===== src/rtl/nios2_oci_dct_pkg.sv =====
// rtl/nios2_oci_dct_pkg.sv - shared state type, default sizing and atom encodings for the DCT frame controller
package nios2_oci_dct_pkg;

   localparam int DCT_ATOM_W_DEF      = 2;
   localparam int DCT_DEPTH_DEF       = 15;
   localparam int DCT_TIMEOUT_CYC_DEF = 64;

   localparam logic [1:0] ATOM_NONE      = 2'b00;
   localparam logic [1:0] ATOM_TAKEN     = 2'b01;
   localparam logic [1:0] ATOM_NOT_TAKEN = 2'b10;
   localparam logic [1:0] ATOM_EXCEPTION = 2'b11;

   typedef enum logic [2:0] {
      ST_IDLE,
      ST_FILL,
      ST_EMIT,
      ST_DRAIN,
      ST_DONE
   } dct_state_e;

endpackage


===== src/rtl/nios2_oci_dct_rr_arb.sv =====
// rtl/nios2_oci_dct_rr_arb.sv - two-way round-robin grant between instruction (bit 0) and data (bit 1) trace atoms
module nios2_oci_dct_rr_arb (
   input  logic       clk,
   input  logic       rst_n,
   input  logic       en,
   input  logic [1:0] req,
   output logic [1:0] gnt
);

   // ptr_q low favours the instruction source on a tie
   logic ptr_q, ptr_d;

   // one-hot grant; after any grant the pointer favours the other source
   always_comb begin
      gnt   = 2'b00;
      ptr_d = ptr_q;
      if (en) begin
         if (req == 2'b11) begin
            gnt = ptr_q ? 2'b10 : 2'b01;
         end else begin
            gnt = req;
         end
         if (gnt[0]) begin
            ptr_d = 1'b1;
         end else if (gnt[1]) begin
            ptr_d = 1'b0;
         end
      end
   end

   // pointer register
   always_ff @(posedge clk or negedge rst_n) begin
      if (!rst_n) begin
         ptr_q <= 1'b0;
      end else begin
         ptr_q <= ptr_d;
      end
   end

endmodule


===== src/rtl/nios2_oci_dct_ctrl.sv =====
// rtl/nios2_oci_dct_ctrl.sv - packs trace atoms into frames; optional idle flush via NIOS2_OCI_DCT_TIMEOUT_EN
module nios2_oci_dct_ctrl
   import nios2_oci_dct_pkg::*;
#(
   parameter int ATOM_W      = DCT_ATOM_W_DEF,
   parameter int DEPTH       = DCT_DEPTH_DEF,
   parameter int TIMEOUT_CYC = DCT_TIMEOUT_CYC_DEF
) (
   input  logic                          clk,
   input  logic                          reset_n,
   input  logic                          itr_req,
   input  logic [ATOM_W-1:0]             itr_atom,
   output logic                          itr_ack,
   input  logic                          dtr_req,
   input  logic [ATOM_W-1:0]             dtr_atom,
   output logic                          dtr_ack,
   output logic [ATOM_W*DEPTH-1:0]       dct_buffer,
   output logic [$clog2(DEPTH+1)-1:0]    dct_count,
   output logic                          dct_valid,
   input  logic                          dct_ready,
   input  logic                          test_ending,
   output logic                          test_has_ended
);

   localparam int FRAME_W = ATOM_W * DEPTH;
   localparam int CNT_W   = $clog2(DEPTH + 1);

   dct_state_e          state_q, state_d;
   logic [FRAME_W-1:0]  buf_q, buf_d;
   logic [CNT_W-1:0]    cnt_q, cnt_d;
   logic [1:0]          gnt;
   logic                arb_en;
   logic                accept;
   logic                to_fire;
   logic [ATOM_W-1:0]   atom_sel;

   // atoms are only taken while collecting and when no end-of-test request competes
   assign arb_en = reset_n && !test_ending && (state_q == ST_IDLE || state_q == ST_FILL);

   nios2_oci_dct_rr_arb u_arb (
      .clk   (clk),
      .rst_n (reset_n),
      .en    (arb_en),
      .req   ({dtr_req, itr_req}),
      .gnt   (gnt)
   );

   assign itr_ack  = gnt[0];
   assign dtr_ack  = gnt[1];
   assign accept   = |gnt;
   assign atom_sel = gnt[1] ? dtr_atom : itr_atom;

`ifdef NIOS2_OCI_DCT_TIMEOUT_EN
   localparam int TO_W = $clog2(TIMEOUT_CYC + 1);
   logic [TO_W-1:0] to_q, to_d;

   // counts consecutive idle FILL cycles; anything else restarts it
   always_comb begin
      to_d    = '0;
      to_fire = 1'b0;
      if (state_q == ST_FILL && !accept && !test_ending) begin
         if (to_q == TO_W'(TIMEOUT_CYC - 1)) begin
            to_fire = 1'b1;
         end else begin
            to_d = to_q + 1'b1;
         end
      end
   end

   // idle counter register
   always_ff @(posedge clk or negedge reset_n) begin
      if (!reset_n) begin
         to_q <= '0;
      end else begin
         to_q <= to_d;
      end
   end
`else
   // no idle flush in this build; the parameter has no effect
   logic unused_timeout_cfg;
   assign unused_timeout_cfg = ^TIMEOUT_CYC;
   assign to_fire = 1'b0;
`endif

   // frame sequencing: collect, offer full or partial frame, finish on end-of-test
   always_comb begin
      state_d = state_q;
      buf_d   = buf_q;
      cnt_d   = cnt_q;
      case (state_q)
         ST_IDLE, ST_FILL: begin
            if (test_ending) begin
               state_d = (cnt_q != '0) ? ST_DRAIN : ST_DONE;
            end else if (accept) begin
               for (int i = 0; i < DEPTH; i++) begin
                  if (cnt_q == CNT_W'(i)) begin
                     buf_d[i*ATOM_W +: ATOM_W] = atom_sel;
                  end
               end
               cnt_d   = cnt_q + 1'b1;
               state_d = (cnt_q == CNT_W'(DEPTH - 1)) ? ST_EMIT : ST_FILL;
            end else if (to_fire) begin
               state_d = ST_EMIT;
            end
         end
         ST_EMIT: begin
            if (dct_ready) begin
               buf_d   = '0;
               cnt_d   = '0;
               state_d = ST_IDLE;
            end
         end
         ST_DRAIN: begin
            if (dct_ready) begin
               buf_d   = '0;
               cnt_d   = '0;
               state_d = ST_DONE;
            end
         end
         ST_DONE: begin
            state_d = ST_DONE;
         end
         default: begin
            state_d = ST_IDLE;
         end
      endcase
   end

   // state, frame and count registers
   always_ff @(posedge clk or negedge reset_n) begin
      if (!reset_n) begin
         state_q <= ST_IDLE;
         buf_q   <= '0;
         cnt_q   <= '0;
      end else begin
         state_q <= state_d;
         buf_q   <= buf_d;
         cnt_q   <= cnt_d;
      end
   end

   assign dct_buffer     = buf_q;
   assign dct_count      = cnt_q;
   assign dct_valid      = (state_q == ST_EMIT) || (state_q == ST_DRAIN);
   assign test_has_ended = (state_q == ST_DONE);

endmodule

===== config.mk =====
export PLATFORM = sky130hd
export DESIGN_NAME = nios2_oci_dct_ctrl
export DESIGN_NICKNAME = d
export VERILOG_FILES = /design/src/rtl/nios2_oci_dct_pkg.sv /design/src/rtl/nios2_oci_dct_rr_arb.sv /design/src/rtl/nios2_oci_dct_ctrl.sv
export SDC_FILE = /design/constraint.sdc
export NUM_CORES = 1
export LEC_CHECK = 0
export CAP_MARGIN = 20
export CORE_UTILIZATION = 45
export CTS_CLUSTER_DIAMETER = 100
export DETAILED_ROUTE_END_ITERATION = 16
export GPL_TIMING_DRIVEN = 0
export PLACE_DENSITY = 0.72
export SLEW_MARGIN = 10
export SYNTH_ARGS = -nofsm -noshare
export SYNTH_HDL_FRONTEND = slang
export SYNTH_SLANG_ARGS = --single-unit

===== constraint.sdc =====
create_clock -name clk -period 2.6 [get_ports clk]
set_clock_uncertainty 0.2 [all_clocks]
set_input_delay 0.52 -clock clk [delete_from_list [all_inputs] [get_ports clk]]
set_output_delay 0.52 -clock clk [all_outputs]
set_load 0.01 [all_outputs]

==> PnR_summary.wiki <==
{| class="wikitable"
! Metric !! Value
|-
| Netlist area before placement || 2050 sq um
|-
| Static leakage power || 0.00119 uW
|-
| CTS max path bufs || 2
|-
| Critical-path maximum fanout || 10
|-
| I/O pin cnt || 48
|-
| Placer congestion estimate || 0.866
|-
| Sequential cell area || 951 sq um
|-
| Adder-cell area share of the yosys netlist || 2.44%
|-
| Internal power || 1990 uW
|-
| Yosys Warn Count || 0
|-
| Crit Reg-Reg Endpoint || dct_buffer[7]
|-
| Accumulated negative setup slack || 0 ns
|-
| Top cell family by delay on the critical path || buffers and inverters
|-
| Gr usage total || 22.9%
|-
| Outcome || complete, no violations
|-
| Remaining max-slew budget at the tightest pin || 65.6%
|-
| Combined area of the multi-input logic cells || 1010 sq um
|-
| Standard-cell row count || 24
|-
| Peak Freq || 397 MHz
|-
| PD cells || 1150 nW/um^2
|-
| Final ANT Viol Nets || 0
|-
| Number of antenna cells inserted || 0
|-
| Buffers on Ports || 47
|-
| Area post-placement || 2610 sq um
|-
| Design area || 2740 sq um
|-
| Inserted Clock Buffers || 5
|-
| WP data required || 1.88 ns
|-
| Dominant cell type by area after synthesis || sky130_fd_sc_hd__dfrtp_1
|-
| Dpl hpwl || 3.51 mm
|-
| Synthesis-stage register bit count || 38
|-
| Clock-pin slew on the worst setup and hold paths || 0.08 ns
|-
| Logic depth of the worst register-to-register path || 7
|-
| Critical path startpoint category || flip-flop
|-
| Register area share after synthesis || 46.3%
|-
| Launching point of the worst reg2reg path || state_q[1]
|-
| Leading post-synthesis cells by cell area || sky130_fd_sc_hd__dfrtp_1 46%, sky130_fd_sc_hd__o2bb2ai_1 12%, sky130_fd_sc_hd__o21ai_0 4.9%, sky130_fd_sc_hd__a21o_1 4.4%, sky130_fd_sc_hd__nand2_1 3.3%
|-
| Classification of the worst setup path || flip-flop to primary output
|-
| Post-synthesis compound-gate area fraction || 26.4%
|-
| Main combinational cell family by area after synthesis || compound AO/OA/AOI/OAI gates
|-
| # H-tree levels || 2
|-
| Number of clock sinks || 38
|-
| Shortest period the worst path allows || 2.52 ns
|-
| Proportion of layout cells with a drive suffix above 1 || 10.7%
|-
| Mux cell area share after synthesis || 2.86%
|-
| Length of the first detailed-routing pass in iterations || 4
|-
| Slew Viols, Final || 0
|-
| TritonCTS clock tree || done
|-
| Clk_lat worst skew || 0.29 ns
|-
| Least-Margin Pin Slew || 0.507 ns
|-
| Type of element capturing the critical path || primary output
|-
| CP peak stage delay || 0.56 ns
|-
| Antenna violations before repair || 0
|-
| Basic-gate share of the synthesized area counting and, or, nand and nor cells || 17.3%
|-
| Hold violation total from the final report || 0
|-
| Worst-case vdd ir drop || 0.622 mV
|-
| Routed wire per std cell || 15.7 microns
|-
| DR iter-0 viols || 85
|-
| Vias/cell || 5.67
|-
| Synthesized net count || 216
|-
| Setup slack of the worst register-to-register path || 0.34 ns
|-
| Buffer and inverter count on the worst path || 3
|-
| Count of final setup violators || 0
|-
| Total of fill cells in the finished design || 386
|-
| Clock power share || 15.4%
|-
| Critical Path, Cell by Cell || buf_6, clkbuf_1, nor3b_1, clkdlybuf4s50_1
|-
| Max-cap check violation count || 0
|-
| Via count of the routed design || 1776
|-
| Parity-gate share of the synthesized area counting xor and xnor cells || 0%
|-
| Util after Layout || 62.6%
|-
| DRC viols || 0
|-
| Switching component of the power || 1170 uW
|-
| CP arrival || 1.80 ns
|-
| Library cells used by synthesis || 36
|-
| Portion of total power attributed to combinational logic || 53.1%
|-
| Period Utilization, post-route || 96.9%
|-
| Wire length after detailed routing || 4.93 mm
|-
| Root Buffer Master || sky130_fd_sc_hd__clkbuf_8
|-
| Share of total power consumed by net switching || 37.0%
|-
| Core box area || 4380 sq um
|-
| Nets || 274
|-
| Maximum number of pins on one net before global-route repair || 29
|-
| Remaining global-route overflow || 0
|-
| Die H || 69.6 microns
|-
| Synthesized instance count || 202
|-
| Hold/Removal Path Class || input pin to asynchronous set/reset pin
|-
| Die X || 69.6 microns
|-
| Area Overhead vs Synth || 33.6%
|-
| Wire length of the first global-routing pass || 8.67 mm
|-
| Seq pwr share || 31.5%
|-
| Post-placement cell count || 302
|-
| Die Footprint || 4840 sq um
|-
| Vias in the first global route || 1784
|-
| Standard cell with the maximum stage delay on the critical path || sky130_fd_sc_hd__clkdlybuf4s50_1
|-
| Setup repair after global routing missed its margin || false
|-
| Starting Density || 46.9%
|-
| Top-area cell type share of the netlist area || 46.3%
|-
| Non-filler instance count after layout || 313
|-
| Post-synthesis area per instance || 10.2 sq um
|}
## power by group through the flow
stage	Clock, uW	Sequential [uW]	Combinational [uW]
after global placement	0	1010	1630
after floorplan	0	1080	875
after CTS	498	997	1690
after detailed placement	0	1010	1640
final	487	995	1680
after global routing	524	1040	1840
## cells by family (layout without fill, tap and decap cells)
family	count (synthesis)	count (layout)
AO/OA/AOI/OAI	73	73
AND/OR/NAND/NOR	65	65
flip-flops	38	38
buffers and inverters	17	76
multiplexers	5	5
adder cells (fa/ha/maj)	4	4
## flip-flops by register name, indices dropped and copies added, names as in the netlist
name and count:
dct_count 4, dct_buffer 30, state_q 3, u_arb.ptr_q 1
## Yosys cell counts
cell type	n
sky130_fd_sc_hd__nand3b_1	1
sky130_fd_sc_hd__dfrtp_1	38
sky130_fd_sc_hd__nand3_2	1
sky130_fd_sc_hd__nor3_1	3
sky130_fd_sc_hd__or4b_4	1
sky130_fd_sc_hd__o21ai_4	1
sky130_fd_sc_hd__nor2_4	1
sky130_fd_sc_hd__and4_1	1
sky130_fd_sc_hd__nand3_1	1
sky130_fd_sc_hd__nor2b_1	4
sky130_fd_sc_hd__inv_1	4
sky130_fd_sc_hd__a21oi_1	4
sky130_fd_sc_hd__mux2i_2	2
sky130_fd_sc_hd__nor2_1	17
sky130_fd_sc_hd__nand2b_1	10
sky130_fd_sc_hd__a22o_1	1
sky130_fd_sc_hd__buf_6	3
sky130_fd_sc_hd__or2_2	1
sky130_fd_sc_hd__o32ai_2	1
sky130_fd_sc_hd__o2bb2ai_1	28
sky130_fd_sc_hd__ha_1	4
sky130_fd_sc_hd__a31oi_1	3
sky130_fd_sc_hd__o21a_1	1
sky130_fd_sc_hd__nor4b_4	1
sky130_fd_sc_hd__nor4b_1	1
sky130_fd_sc_hd__a2111oi_0	1
sky130_fd_sc_hd__nor3b_1	1
sky130_fd_sc_hd__mux2_2	1
sky130_fd_sc_hd__o21ai_0	20
sky130_fd_sc_hd__a32o_1	1
sky130_fd_sc_hd__buf_4	3
sky130_fd_sc_hd__a21o_1	12
sky130_fd_sc_hd__mux2i_1	2
sky130_fd_sc_hd__and3_1	3
sky130_fd_sc_hd__clkbuf_1	7
sky130_fd_sc_hd__nand2_1	18
## stage by stage
| stage | worst slack (ns) | total power, uW | hold slack (ns) |
|---|---|---|---|
| finish | 0.0810 | 3160 | 0.0326 |
| global route | 0.000286 | 3400 | 0.0375 |
| CTS | -0.0300 | 3180 | 0.0444 |
| detailed placement | -0.442 | 2650 | 0.231 |
| global placement | -1.68 | 2640 | 0.278 |
| floorplan | 0.640 | 1960 | 0.0244 |
## final cells by class
cell class,instances,share of cell area [%]
repair buffers,52,18.9
clock buffers,7,2.78
multi-input cells,147,36.7
inverters,4,0.547
flip-flops and latches,38,34.7
well taps,52,2.37
plain buffers,12,3.01
clock inverters,1,1.09
## layer usage
metal | vias up | GRT usage [%] | share of wire [%]
met3 | 8 | 5.23 | 6.6
met2 | 67 | 34.7 | 46
li1 | 857 | - | -
met5 | - | 0 | 0
met1 | 844 | 31.8 | 46
met4 | 0 | 8.84 | 1.4
## placed cells by master (no fill, tap or decap), types with 3 or more instances in the layout
cell type | synthesis | routed
sky130_fd_sc_hd__inv_1 | 4 | 4
sky130_fd_sc_hd__clkdlybuf4s50_1 | 0 | 43
sky130_fd_sc_hd__ha_1 | 4 | 4
sky130_fd_sc_hd__a31oi_1 | 3 | 3
sky130_fd_sc_hd__nand2b_1 | 10 | 10
sky130_fd_sc_hd__a21o_1 | 12 | 12
sky130_fd_sc_hd__nor2_1 | 17 | 17
sky130_fd_sc_hd__o21ai_0 | 20 | 20
sky130_fd_sc_hd__clkbuf_1 | 7 | 7
sky130_fd_sc_hd__o2bb2ai_1 | 28 | 28
sky130_fd_sc_hd__buf_6 | 3 | 3
sky130_fd_sc_hd__and3_1 | 3 | 3
sky130_fd_sc_hd__nor3_1 | 3 | 3
sky130_fd_sc_hd__nand2_1 | 18 | 18
sky130_fd_sc_hd__dfrtp_1 | 38 | 38
sky130_fd_sc_hd__buf_4 | 3 | 6
sky130_fd_sc_hd__clkbuf_8 | 0 | 5
sky130_fd_sc_hd__a21oi_1 | 4 | 4
sky130_fd_sc_hd__nor2b_1 | 4 | 4
## worst reg2reg max path, stage by stage (launching register included)
cell	delay [ns]
sky130_fd_sc_hd__dfrtp_1	0.38
sky130_fd_sc_hd__buf_6	0.14
sky130_fd_sc_hd__nor4b_4	0.34
sky130_fd_sc_hd__nand3_2	0.11
sky130_fd_sc_hd__buf_4	0.16
sky130_fd_sc_hd__mux2i_2	0.44
sky130_fd_sc_hd__buf_4	0.28
sky130_fd_sc_hd__o2bb2ai_1	0.08
## timing repair
action / 4_1_cts / 5_1_grt
endpoints found under the setup margin: 3 / 2
hold buffers: 1 / 0
setup buffers: 3 / 0
endpoints found under the hold margin: 11 / 0
gates resized for setup: 5 / 1
cloned: 0 / 0
pin swaps: 2 / 1
## worst max path at each step
stage                           endpoint   startpoint  cells after the start
after floorplan             dct_count[2]  test_ending                      4
after global placement           dtr_ack      reset_n                      5
after detailed placement         dtr_ack  test_ending                      5
after CTS                        dtr_ack  test_ending                      5
after global routing      test_has_ended   state_q[1]                      4
final                     test_has_ended   state_q[1]                      4
No activity file was read; power rests on OpenSTA's default activity.
==> edit (config.mk and constraints unchanged) <==
The option `NIOS2_OCI_DCT_TIMEOUT_EN` is turned on by a define.
--- a/src/rtl/nios2_oci_dct_ctrl.sv
+++ b/src/rtl/nios2_oci_dct_ctrl.sv
@@ -1,2 +1,4 @@
 // rtl/nios2_oci_dct_ctrl.sv - packs trace atoms into frames; optional idle flush via NIOS2_OCI_DCT_TIMEOUT_EN
+`define NIOS2_OCI_DCT_TIMEOUT_EN
+
 module nios2_oci_dct_ctrl
Formal check against the unedited RTL: same outputs for any inputs over 10 cycles, from zero or initial values and one cycle with reset_n low; that may be too few to reach the edited logic, so the function may still have changed.
==> edit against the unedited design <==
- routed wire length up 6.6%
- critical path type unchanged
- total power decreased by 26%
- final area rose by 12%
- setup slack better by 44 ps
- sequential cell count grew 7
- fmax is 1.8% higher
- largest cell class is now flip-flops and latches
- area after synthesis grew 10%
- count of clock-buffer cells in the layout decreased by 1
==> edit: results (changes against the unedited design) <==
| Metric | Value |
|---|---|
| Distinct cells, synth | 42 (was 36) |
| RD Place Congestion | 0.784 (was 0.866) |
| Reg2Reg Depth | 6 (was 7) |
| Ranking of synthesized cells by area | dfrtp_1 50%, mux2i_1 9.7%, nand2_1 5.8%, ha_1 2.8%, o2bb2ai_1 2.7% (was dfrtp_1 46%, o2bb2ai_1 12%, o21ai_0 4.9%, a21o_1 4.4%, nand2_1 3.3%) |
| HPWL Detailed | 3550 um (was 3510 um) |
| Nets | 291 (was 274) |
| Crit path DAT | 1750 ps (was 1800 ps) |
| Worst path slowest cell | dfrtp_1 (was clkdlybuf4s50_1) |
| Syn Nets | 229 (was 216) |
| Hold Worst Slack | 31.1 ps (was 32.6 ps) |
| Metal-1 WL | 2620 um (was 2270 um) |
| Port buffer count | 47 (unchanged) |
| Status | finished, final reports clean (unchanged) |
| Placed instance area | 2840 um^2 (was 2610 um^2) |
| Reg-to-Reg End | dct_buffer[3]$_DFFE_PN0P_ (was dct_buffer[7]$_DFFE_PN0P_) |
| Sequential area share after synthesis | 49.6% (was 46.3%) |
| Least-Margin Pin Slew | 926 ps (was 507 ps) |
| Iter 0 DRT Violations | 83 (was 85) |
| Synth cell count leaders | 45 x dfrtp_1, 35 x nand2_1, 22 x mux2i_1, 13 x nor2_1, 9 x nand3_1 (was 38 x dfrtp_1, 28 x o2bb2ai_1, 20 x o21ai_0, 18 x nand2_1, 17 x nor2_1) |
| Avg WL per Cell | 15.3 um (was 15.7 um) |
| First-pass GRT wire length | 8660 um (was 8670 um) |
| Met3 Wirelength | 170 um (was 324 um) |
| Worst-path maximum fanout | 9 (was 10) |
| Leak | 1.38 nW (was 1.19 nW) |
| Layout cell share with drive strength beyond 1 | 12.3% (was 10.7%) |
| Worst vdd ir | 0.543 mV (was 0.622 mV) |
| Post-Place Cells | 329 (was 302) |
| Syn Inst Count | 214 (was 202) |
[edit: repair_timing]
item / in CTS / in global routing
gates resized for setup: 10 / 0
endpoints found under the setup margin: 22 / 0
hold buffers: 4 / 0
buffers inserted: 2 / 0
endpoints found under the hold margin: 22 / 0
[edit: routing by layer]
layer,GRT usage (%),vias to the layer above
met4,8.71,0
met5,0,-
met3,5.66,8
met1,30.6,854
li1,-,870
met2,32.4,39
[edit: worst max path at each step]
stage,startpoint,endpoint,slack (ps)
final,state_q[2]$_DFFE_PN0P_,itr_ack,130
after global routing,state_q[2]$_DFFE_PN0P_,itr_ack,20
after floorplan,test_ending,dct_buffer[6]$_DFFE_PN0P_,530
after detailed placement,reset_n,dtr_ack,-640
after CTS,state_q[2]$_DFFE_PN0P_,itr_ack,120
after global placement,reset_n,dtr_ack,-2140
[edit: cells by family after synthesis]
logic type	synth area share, %
multiplexers	10.9
adder cells (fa/ha/maj)	2.76
flip-flops	49.6
XOR/XNOR	2.32
AND/OR/NAND/NOR	20.7
AO/OA/AOI/OAI	9.16
buffers and inverters	4.52
[edit: report_power, final]
group          switching (mW)  internal [mW]  leakage (nW)  total, mW
registers              0.0879          0.816         0.615      0.903
clock network           0.238          0.312        0.0574      0.551
logic                   0.458          0.422         0.703      0.880
total                   0.784           1.55          1.38       2.33
[edit: area by class of cell]
type                    count  area [um^2]
clock inverters             2         37.5
inverters                   8         30.0
fillers                   403         1720
multi-input cells         150         1040
clock buffers               6         82.6
plain buffers              11         72.6
repair buffers             55          587
well taps                  67         83.8
flip-flops and latches     45         1130
[edit: through the flow]
stage / worst slack (ps) / util [%]
floorplan: 527 / -
global placement: -2140 / 59.0
detailed placement: -637 / 59.3
CTS: 121 / 64.0
global route: 17.2 / 64.0
finish: 125 / 64.0
